--- src/rtl/mismatch_persist_monitor.sv ---
// Registered not-all-equal detector with persistence-filtered alarm
// and saturating mismatch-cycle counter for power telemetry.
module mismatch_persist_monitor #(
    parameter int WIDTH   = 3,
    parameter int PERSIST = 4,
    parameter int CNT_W   = 16
) (
    input  logic             clk,
    input  logic             rst,
    input  logic             en,
    input  logic [WIDTH-1:0] din,
    input  logic             clr_cnt,
    output logic             mismatch,
    output logic             alarm,
    output logic [CNT_W-1:0] mis_cnt,
    output logic             cnt_sat
);

    localparam int RW = $clog2(PERSIST + 1);
    localparam logic [RW-1:0] RUN_MAX  = RW'(PERSIST);
    localparam logic [RW-1:0] RUN_LAST = RW'(PERSIST - 1);
    localparam logic [CNT_W-1:0] CNT_MAX = '1;

    typedef enum logic [1:0] {
        IDLE,
        PEND,
        ALARM
    } state_t;

    state_t           state, state_nxt;
    logic [RW-1:0]    run, run_nxt;
    logic [CNT_W-1:0] cnt_nxt;
    logic             s;

    assign s = en & ~((&din) | ~(|din));

    always_ff @(posedge clk) begin
        if (rst) begin
            state    <= IDLE;
            run      <= '0;
            mismatch <= 1'b0;
            mis_cnt  <= '0;
            cnt_sat  <= 1'b0;
        end else begin
            state    <= state_nxt;
            run      <= run_nxt;
            mismatch <= s;
            mis_cnt  <= cnt_nxt;
            cnt_sat  <= (cnt_nxt == CNT_MAX);
        end
    end

    always_comb begin
        run_nxt = '0;
        if (s) begin
            run_nxt = (run == RUN_MAX) ? run : run + RW'(1);
        end
    end

    always_comb begin
        cnt_nxt = mis_cnt;
        if (clr_cnt) begin
            cnt_nxt = '0;
        end else if (s && mis_cnt != CNT_MAX) begin
            cnt_nxt = mis_cnt + CNT_W'(1);
        end
    end

    always_comb begin
        state_nxt = state;
        unique case (state)
            IDLE: begin
                if (s) begin
                    state_nxt = (PERSIST == 1) ? ALARM : PEND;
                end
            end
            PEND: begin
                if (!s) begin
                    state_nxt = IDLE;
                end else if (run == RUN_LAST) begin
                    state_nxt = ALARM;
                end
            end
            ALARM: begin
                if (!s) begin
                    state_nxt = IDLE;
                end
            end
            default: state_nxt = IDLE;
        endcase
    end

    assign alarm = (state == ALARM);

endmodule

--- config.mk ---
export PLATFORM = sky130hd
export DESIGN_NAME = mismatch_persist_monitor
export DESIGN_NICKNAME = d
export VERILOG_FILES = /design/src/rtl/mismatch_persist_monitor.sv
export SDC_FILE = /design/constraint.sdc
export NUM_CORES = 1
export LEC_CHECK = 0
export ABC_AREA = 1
export BUFFER_PORTS_ARGS = -buffer_cell sky130_fd_sc_hd__buf_2
export CORE_MARGIN = 2
export CORE_UTILIZATION = 35
export CTS_CLUSTER_SIZE = 24
export DETAILED_ROUTE_END_ITERATION = 10
export PLACE_DENSITY_LB_ADDON = 0.1
export RECOVER_POWER = 50
export SKIP_CTS_REPAIR_TIMING = 1
export SLEW_MARGIN = 10
export SYNTH_ARGS = -nofsm -noshare
export SYNTH_HDL_FRONTEND = slang
export SYNTH_SLANG_ARGS = --single-unit
export TNS_END_PERCENT = 10
--- constraint.sdc ---
create_clock -name clk -period 3.4 [get_ports clk]
set_input_delay 0.17 -clock clk [delete_from_list [all_inputs] [get_ports clk]]
set_output_delay 0.17 -clock clk [all_outputs]
set_load 0.02 [all_outputs]
==> qor.txt, run 1 <==
antenna violations before repair: 0
Antenna Cells: 0
clk slew on worst S/H paths: 90 ps
CTS H-tree depth: 1
area of the core: 4060 um2
pwr/cell area: 294 nW/um2
Critical Path Most Common Cell: nor2_1
placed instance area: 1650 um2
Worst slew margin: 0.518
Placer Congestion: 0.874
clk buf depth: 2
vias in the first global route: 1339
synthesized area per cell: 6.00 um2
Max rail drop VDD: 0.115 mV
Pleak: 0.714 nW
crit path cell chain: ha_1 -> nand2_1 -> nor2_1 -> nand2_1 -> nor2_1 -> nor2_1 -> nand2_1 -> o21ai_2 -> nand3_1 -> nor2_1 -> nand2_1 -> nor2_1
HPWL after detailed placement: 3050 um
# rows: 23
Critical-path top delay cell: nor2_1
HP Class: in -> reg
CP bufs+invs: 0
Fill cells: 454
via count: 1513
WP data arrival: 2460 ps
total CTS buffers: 3
critical setup path kind: reg -> reg
Initial Util: 0.367
Tcrit/Tclk final: 0.663
flops & latches, synth: 23
Total Nets Final: 285
Overflow after GRT: 0
Final Power: 492 uW
syn nets: 259
Max FO, Critical Path: 11
Final WS setup: 1150 ps
placed cells: 319
register area share after synthesis: 0.309
DRT iter0 DRCs: 79
worst hold margin: 233 ps
Worst Tran Pin Value: 721 ps
crit path capture type: register
Total GRT Usage: 0.165
Post-Layout Cell Count: 323
clock skew: 1.63 ps
synthesized area: 1490 um2
clock root buffer master: clkbuf_8
Skew-Pair Late Insertion Delay: 270 ps
status: complete, no violations
min cycle time layout: 2250 ps
crit path launch type: register
Area Overhead vs Synth: 12.2%
RSZ-0062 raised after global routing: false
detailed-router iteration count before antenna repair: 4
Place WS: 1180 ps
Core Util, Final: 0.412
Post-route DRC: 0
CP max stage delay: 550 ps
cell area after layout: 1670 um2
Avg WL per Cell: 12.0 um
clk sink count: 23
IO Count: 26
die area: 4790 um2
setup TNS: 0 ps
fmax: 443 MHz
cell family with the largest share of critical-path delay: simple AND/OR/NAND/NOR gates
vias per cell: 4.68
Unique masters post-synth: 26
Antenna Nets Post-Route: 0
max_cap viols: 0
Port Buf Inserts: 25
setup violators final: 0
CTS tree: built
layout cells sized above 1: 0.103
first-pass GRT wire length: 6350 um
height of the die: 69.2 um
Die Width: 69.2 um
Yosys Warn Count: 0
Slew Limit Fails: 0
critical path required time: 3610 ps
Final Hold Fails: 0
drt total wl: 3860 um
cell count after synthesis: 248
pin count of the biggest net entering global routing: 17
-- final timing paths --
kind	from	endpoint	slack (ps)	cells after the start
setup / recovery	mis_cnt[0]$_SDFF_PP0_	cnt_sat$_SDFF_PP0_	1150	12
hold / removal	rst	mis_cnt[6]$_SDFF_PP0_	230	2
setup reg to reg	mis_cnt[0]$_SDFF_PP0_	cnt_sat$_SDFF_PP0_	1150	12
hold reg to reg	state[1]$_SDFFE_PP0P_	state[1]$_SDFFE_PP0P_	460	1
-- state kept, by name, indices dropped and copies added, names as in the netlist --
register and count:
mismatch 1, mis_cnt 16, cnt_sat 1, run 3, state 2
-- logic make-up (layout without fill, tap and decap cells) --
kind of cell	after synthesis	count (layout)	share of synthesized area
flops	23	23	0.309
simple gates	175	175	0.506
xor+xnor	4	4	0.0235
fa+ha+maj	4	4	0.0336
buf+inv	31	56	0.0865
compound gates	11	11	0.0412
-- cell type report --
type	instances	area (um2)	area share
Tap cell	50	62.6	0.0375
Inverter	27	101	0.0607
Clock inverter	1	5.00	0.00300
Timing Repair Buffer	25	105	0.0629
Multi-Input combinational cell	194	895	0.536
Clock buffer	3	41.3	0.0247
Sequential cell	23	460	0.276
-- power by group --
group | switching (mW) | internal (mW) | leakage (nW)
Sequential | 0.00334 | 0.273 | 0.186
Combinational | 0.0291 | 0.0106 | 0.503
Clock | 0.0939 | 0.0820 | 0.0255
-- synthesized netlist by cell type, drive strengths merged --
cell type	number	area [um2]
nand3	23	125
nor2	43	174
dfxtp	23	460
nand2	97	382
nand4	5	31.3
inv	26	97.6
clkbuf	1	3.75
xnor2	1	8.76
buf	3	23.8
clkinv	1	3.75
nor3	4	20.0
a21oi	9	45.0
o21ai	1	8.76
o31ai	1	7.51
ha	4	50.1
xor2	3	26.3
nand3b	2	15.0
or2	1	6.26
-- placed cells by master (no fill, tap or decap), types with 5 or more instances in the layout --
master     n
a21oi_1    9
buf_2      9
clkbuf_1  16
dfxtp_1   23
inv_1     20
inv_2      6
nand2_1   94
nand3_1   22
nand4_1    5
nor2_1    40
-- per-layer routing --
| metal | wire length, um | track usage | vias to the layer above |
|---|---|---|---|
| met2 | 1680 | 0.255 | 28 |
| met3 | 195 | 0.0247 | 5 |
| li1 | - | - | 824 |
| met1 | 1940 | 0.240 | 656 |
| met4 | 36 | 0.0392 | 0 |
| met5 | 0 | 0 | - |
(Power assumes the default switching activity.)
==> run 2, diff against run 1 <==
Clock period 3.4 ns to 2.2 ns, I/O delays scaled along.
==> qor.txt, run 2 (synthesis results as in run 1) <==
cell area after layout: 1690 um2 (was 1670 um2)
register area: 460 um2 (unchanged)
die area: 4790 um2 (unchanged)
RSZ-0062 raised after global routing: false (unchanged)
Max FO, Critical Path: 11 (unchanged)
HPWL after detailed placement: 3140 um (was 3050 um)
Port Buf Inserts: 25 (unchanged)
placed instance area: 1670 um2 (was 1650 um2)
setup violators final: 0 (unchanged)
pin count of the biggest net entering global routing: 17 (unchanged)
Final Hold Fails: 0 (unchanged)
clock skew: 3.09 ps (was 1.63 ps)
Largest regs: mis_cnt (16), run (3), state (2) (unchanged)
total CTS buffers: 3 (unchanged)
Tcrit/Tclk final: 0.895 (was 0.663)
Worst slew margin: 0.664 (was 0.518)
Worst Tran Pin Value: 503 ps (was 721 ps)
Slew Limit Fails: 0 (unchanged)
net switching power: 193 uW (was 126 uW)
Multi-input gate area: 895 um2 (unchanged)
Max rail drop VDD: 0.326 mV (was 0.115 mV)
critical path required time: 2410 ps (was 3610 ps)
Seq pwr share: 0.560 (was 0.562)
Die Width: 69.2 um (unchanged)
Final WS setup: 230 ps (was 1150 ps)
reg2reg setup slack: 230 ps (was 1150 ps)
Placer Congestion: 0.888 (was 0.874)
Sw Share: 0.254 (was 0.257)
detailed-router iteration count before antenna repair: 4 (unchanged)
IO Count: 26 (unchanged)
RR Endpoint: cnt_sat$_SDFF_PP0_ (unchanged)
most common cell after layout, fill and taps aside: nand2_1 (unchanged)
P_int: 567 uW (was 365 uW)
Core Util, Final: 0.417 (was 0.412)
drt total wl: 3960 um (was 3860 um)
placed cells: 322 (was 319)
CP max stage delay: 410 ps (was 550 ps)
Critical Path Most Common Cell: nor2_1 (unchanged)
Fill cells: 465 (was 454)
max reg flops: 16 (unchanged)
area of the core: 4060 um2 (unchanged)
CTS tree: built (unchanged)
crit path capture type: register (unchanged)
Reg with most FFs: mis_cnt (unchanged)
Total GRT Usage: 0.170 (was 0.165)
Antenna Cells: 0 (unchanged)
Skew-Pair Late Insertion Delay: 270 ps (about the same)
Total Nets Final: 288 (was 285)
crit path cell chain: ha_1 -> nand2_1 -> nor2_1 -> nand2_1 -> nor2_1 -> nor2_1 -> buf_4 -> o21ai_2 -> nand3_1 -> nor2_1 -> nand2_1 -> nor2_1 (was ha_1 -> nand2_1 -> nor2_1 -> nand2_1 -> nor2_1 -> nor2_1 -> nand2_1 -> o21ai_2 -> nand3_1 -> nor2_1 -> nand2_1 -> nor2_1)
Avg WL per Cell: 12.1 um (was 12.0 um)
crit path launch type: register (unchanged)
max_cap viols: 0 (unchanged)
# rows: 23 (unchanged)
WP data arrival: 2180 ps (was 2460 ps)
fmax: 508 MHz (was 443 MHz)
height of the die: 69.2 um (unchanged)
layout cells sized above 1: 0.109 (was 0.103)
vias in the first global route: 1439 (was 1339)
Area Overhead vs Synth: 13.6% (was 12.2%)
min cycle time layout: 1970 ps (was 2250 ps)
CTS H-tree depth: 1 (unchanged)
Pleak: 0.724 nW (was 0.714 nW)
clk slew on worst S/H paths: 80 ps (was 90 ps)
pwr/cell area: 450 nW/um2 (was 294 nW/um2)
clk buf depth: 2 (unchanged)
setup TNS: 0 ps (unchanged)
WHS Endpoint: mis_cnt[1]$_SDFF_PP0_ (was mis_cnt[6]$_SDFF_PP0_)
status: complete, no violations (unchanged)
Comb pwr share: 0.089 (was 0.081)
vias per cell: 4.71 (was 4.68)
Initial Util: 0.367 (unchanged)
FF-to-FF path depth: 12 (unchanged)
clock root buffer master: clkbuf_8 (unchanged)
Antenna Nets Post-Route: 0 (unchanged)
Place WS: 289 ps (was 1180 ps)
Post-route DRC: 0 (unchanged)
first-pass GRT wire length: 6560 um (was 6350 um)
critical setup path kind: reg -> reg (unchanged)
Post-Layout Cell Count: 326 (was 323)
antenna violations before repair: 0 (unchanged)
HP Class: in -> reg (unchanged)
DRT iter0 DRCs: 90 (was 79)
highest-count cells in the layout ignoring fill and taps: nand2_1 (94), nor2_1 (40), dfxtp_1 (23) (unchanged)
worst reg2reg startpoint: mis_cnt[1]$_SDFF_PP0_ (was mis_cnt[0]$_SDFF_PP0_)
Hold Path Cell Cnt: 2 (unchanged)
clk sink count: 23 (unchanged)
via count: 1537 (was 1513)
clock share of power: 0.352 (was 0.358)
Critical-path top delay cell: dfxtp_1 (was nor2_1)
Overflow after GRT: 0 (unchanged)
Worst Hold Launch: rst (unchanged)
-- run 2: changes by cell type in the layout (fill, tap and decap cells not counted) --
cell      previous run  this run
buf_4                0         3
buf_2                9         8
clkbuf_1            16        17
-- run 2: critical path: cells and delay by family, from the launching register on --
kind / cells / cell delay (ps)
adders and majority gates: 1 / 280
DFF: 1 / 410
and+or+nand+nor: 9 / 880
buffers and inverters: 1 / 180
AOI/OAI and AO/OA: 1 / 170
-- run 2: cell type report --
| cell class | instances | area share |
|---|---|---|
| multi-input combinational | 194 | 0.529 |
| sequential | 23 | 0.272 |
| timing repair buffer | 28 | 0.0747 |
| inverter | 27 | 0.0599 |
| tap | 50 | 0.0370 |
| clock buffer | 3 | 0.0244 |
| clock inverter | 1 | 0.00296 |
-- run 2: metal layers --
| metal | track usage | up-vias | wire, um |
|---|---|---|---|
| li1 | - | 834 | - |
| met1 | 0.230 | 664 | 1990 |
| met2 | 0.279 | 34 | 1740 |
| met3 | 0.0189 | 5 | 172 |
| met4 | 0.0588 | 0 | 56 |
| met5 | 0 | - | 0 |
-- run 2: worst max path at each step --
stage                     startpoint            endpoint  slack, ps  cells past startpoint
2_1_floorplan  mis_cnt[0]$_SDFF_PP0_  cnt_sat$_SDFF_PP0_        350                     12
3_3_place_gp   mis_cnt[1]$_SDFF_PP0_  cnt_sat$_SDFF_PP0_        350                     12
3_5_place_dp   mis_cnt[1]$_SDFF_PP0_  cnt_sat$_SDFF_PP0_        290                     12
4_1_cts        mis_cnt[1]$_SDFF_PP0_  cnt_sat$_SDFF_PP0_        270                     12
5_1_grt        mis_cnt[1]$_SDFF_PP0_  cnt_sat$_SDFF_PP0_         80                     12
6_report       mis_cnt[1]$_SDFF_PP0_  cnt_sat$_SDFF_PP0_        230                     12
-- run 2: power groups by stage --
| stage | clock [mW] | sequential (mW) | combinational (mW) |
|---|---|---|---|
| final | 0.267 | 0.426 | 0.0673 |
| after global routing | 0.293 | 0.427 | 0.0755 |
| after CTS | 0.277 | 0.426 | 0.0686 |
| after detailed placement | 0 | 0.435 | 0.0686 |
| after global placement | 0 | 0.436 | 0.0688 |
| after floorplan | 0 | 0.439 | 0.0438 |
-- run 2: through the flow --
stage               hold WS, ps  power (mW)
finish                      184       0.761
CTS                         173       0.772
global placement            440       0.504
detailed placement          440       0.504
floorplan                   188       0.483
global route                199       0.795
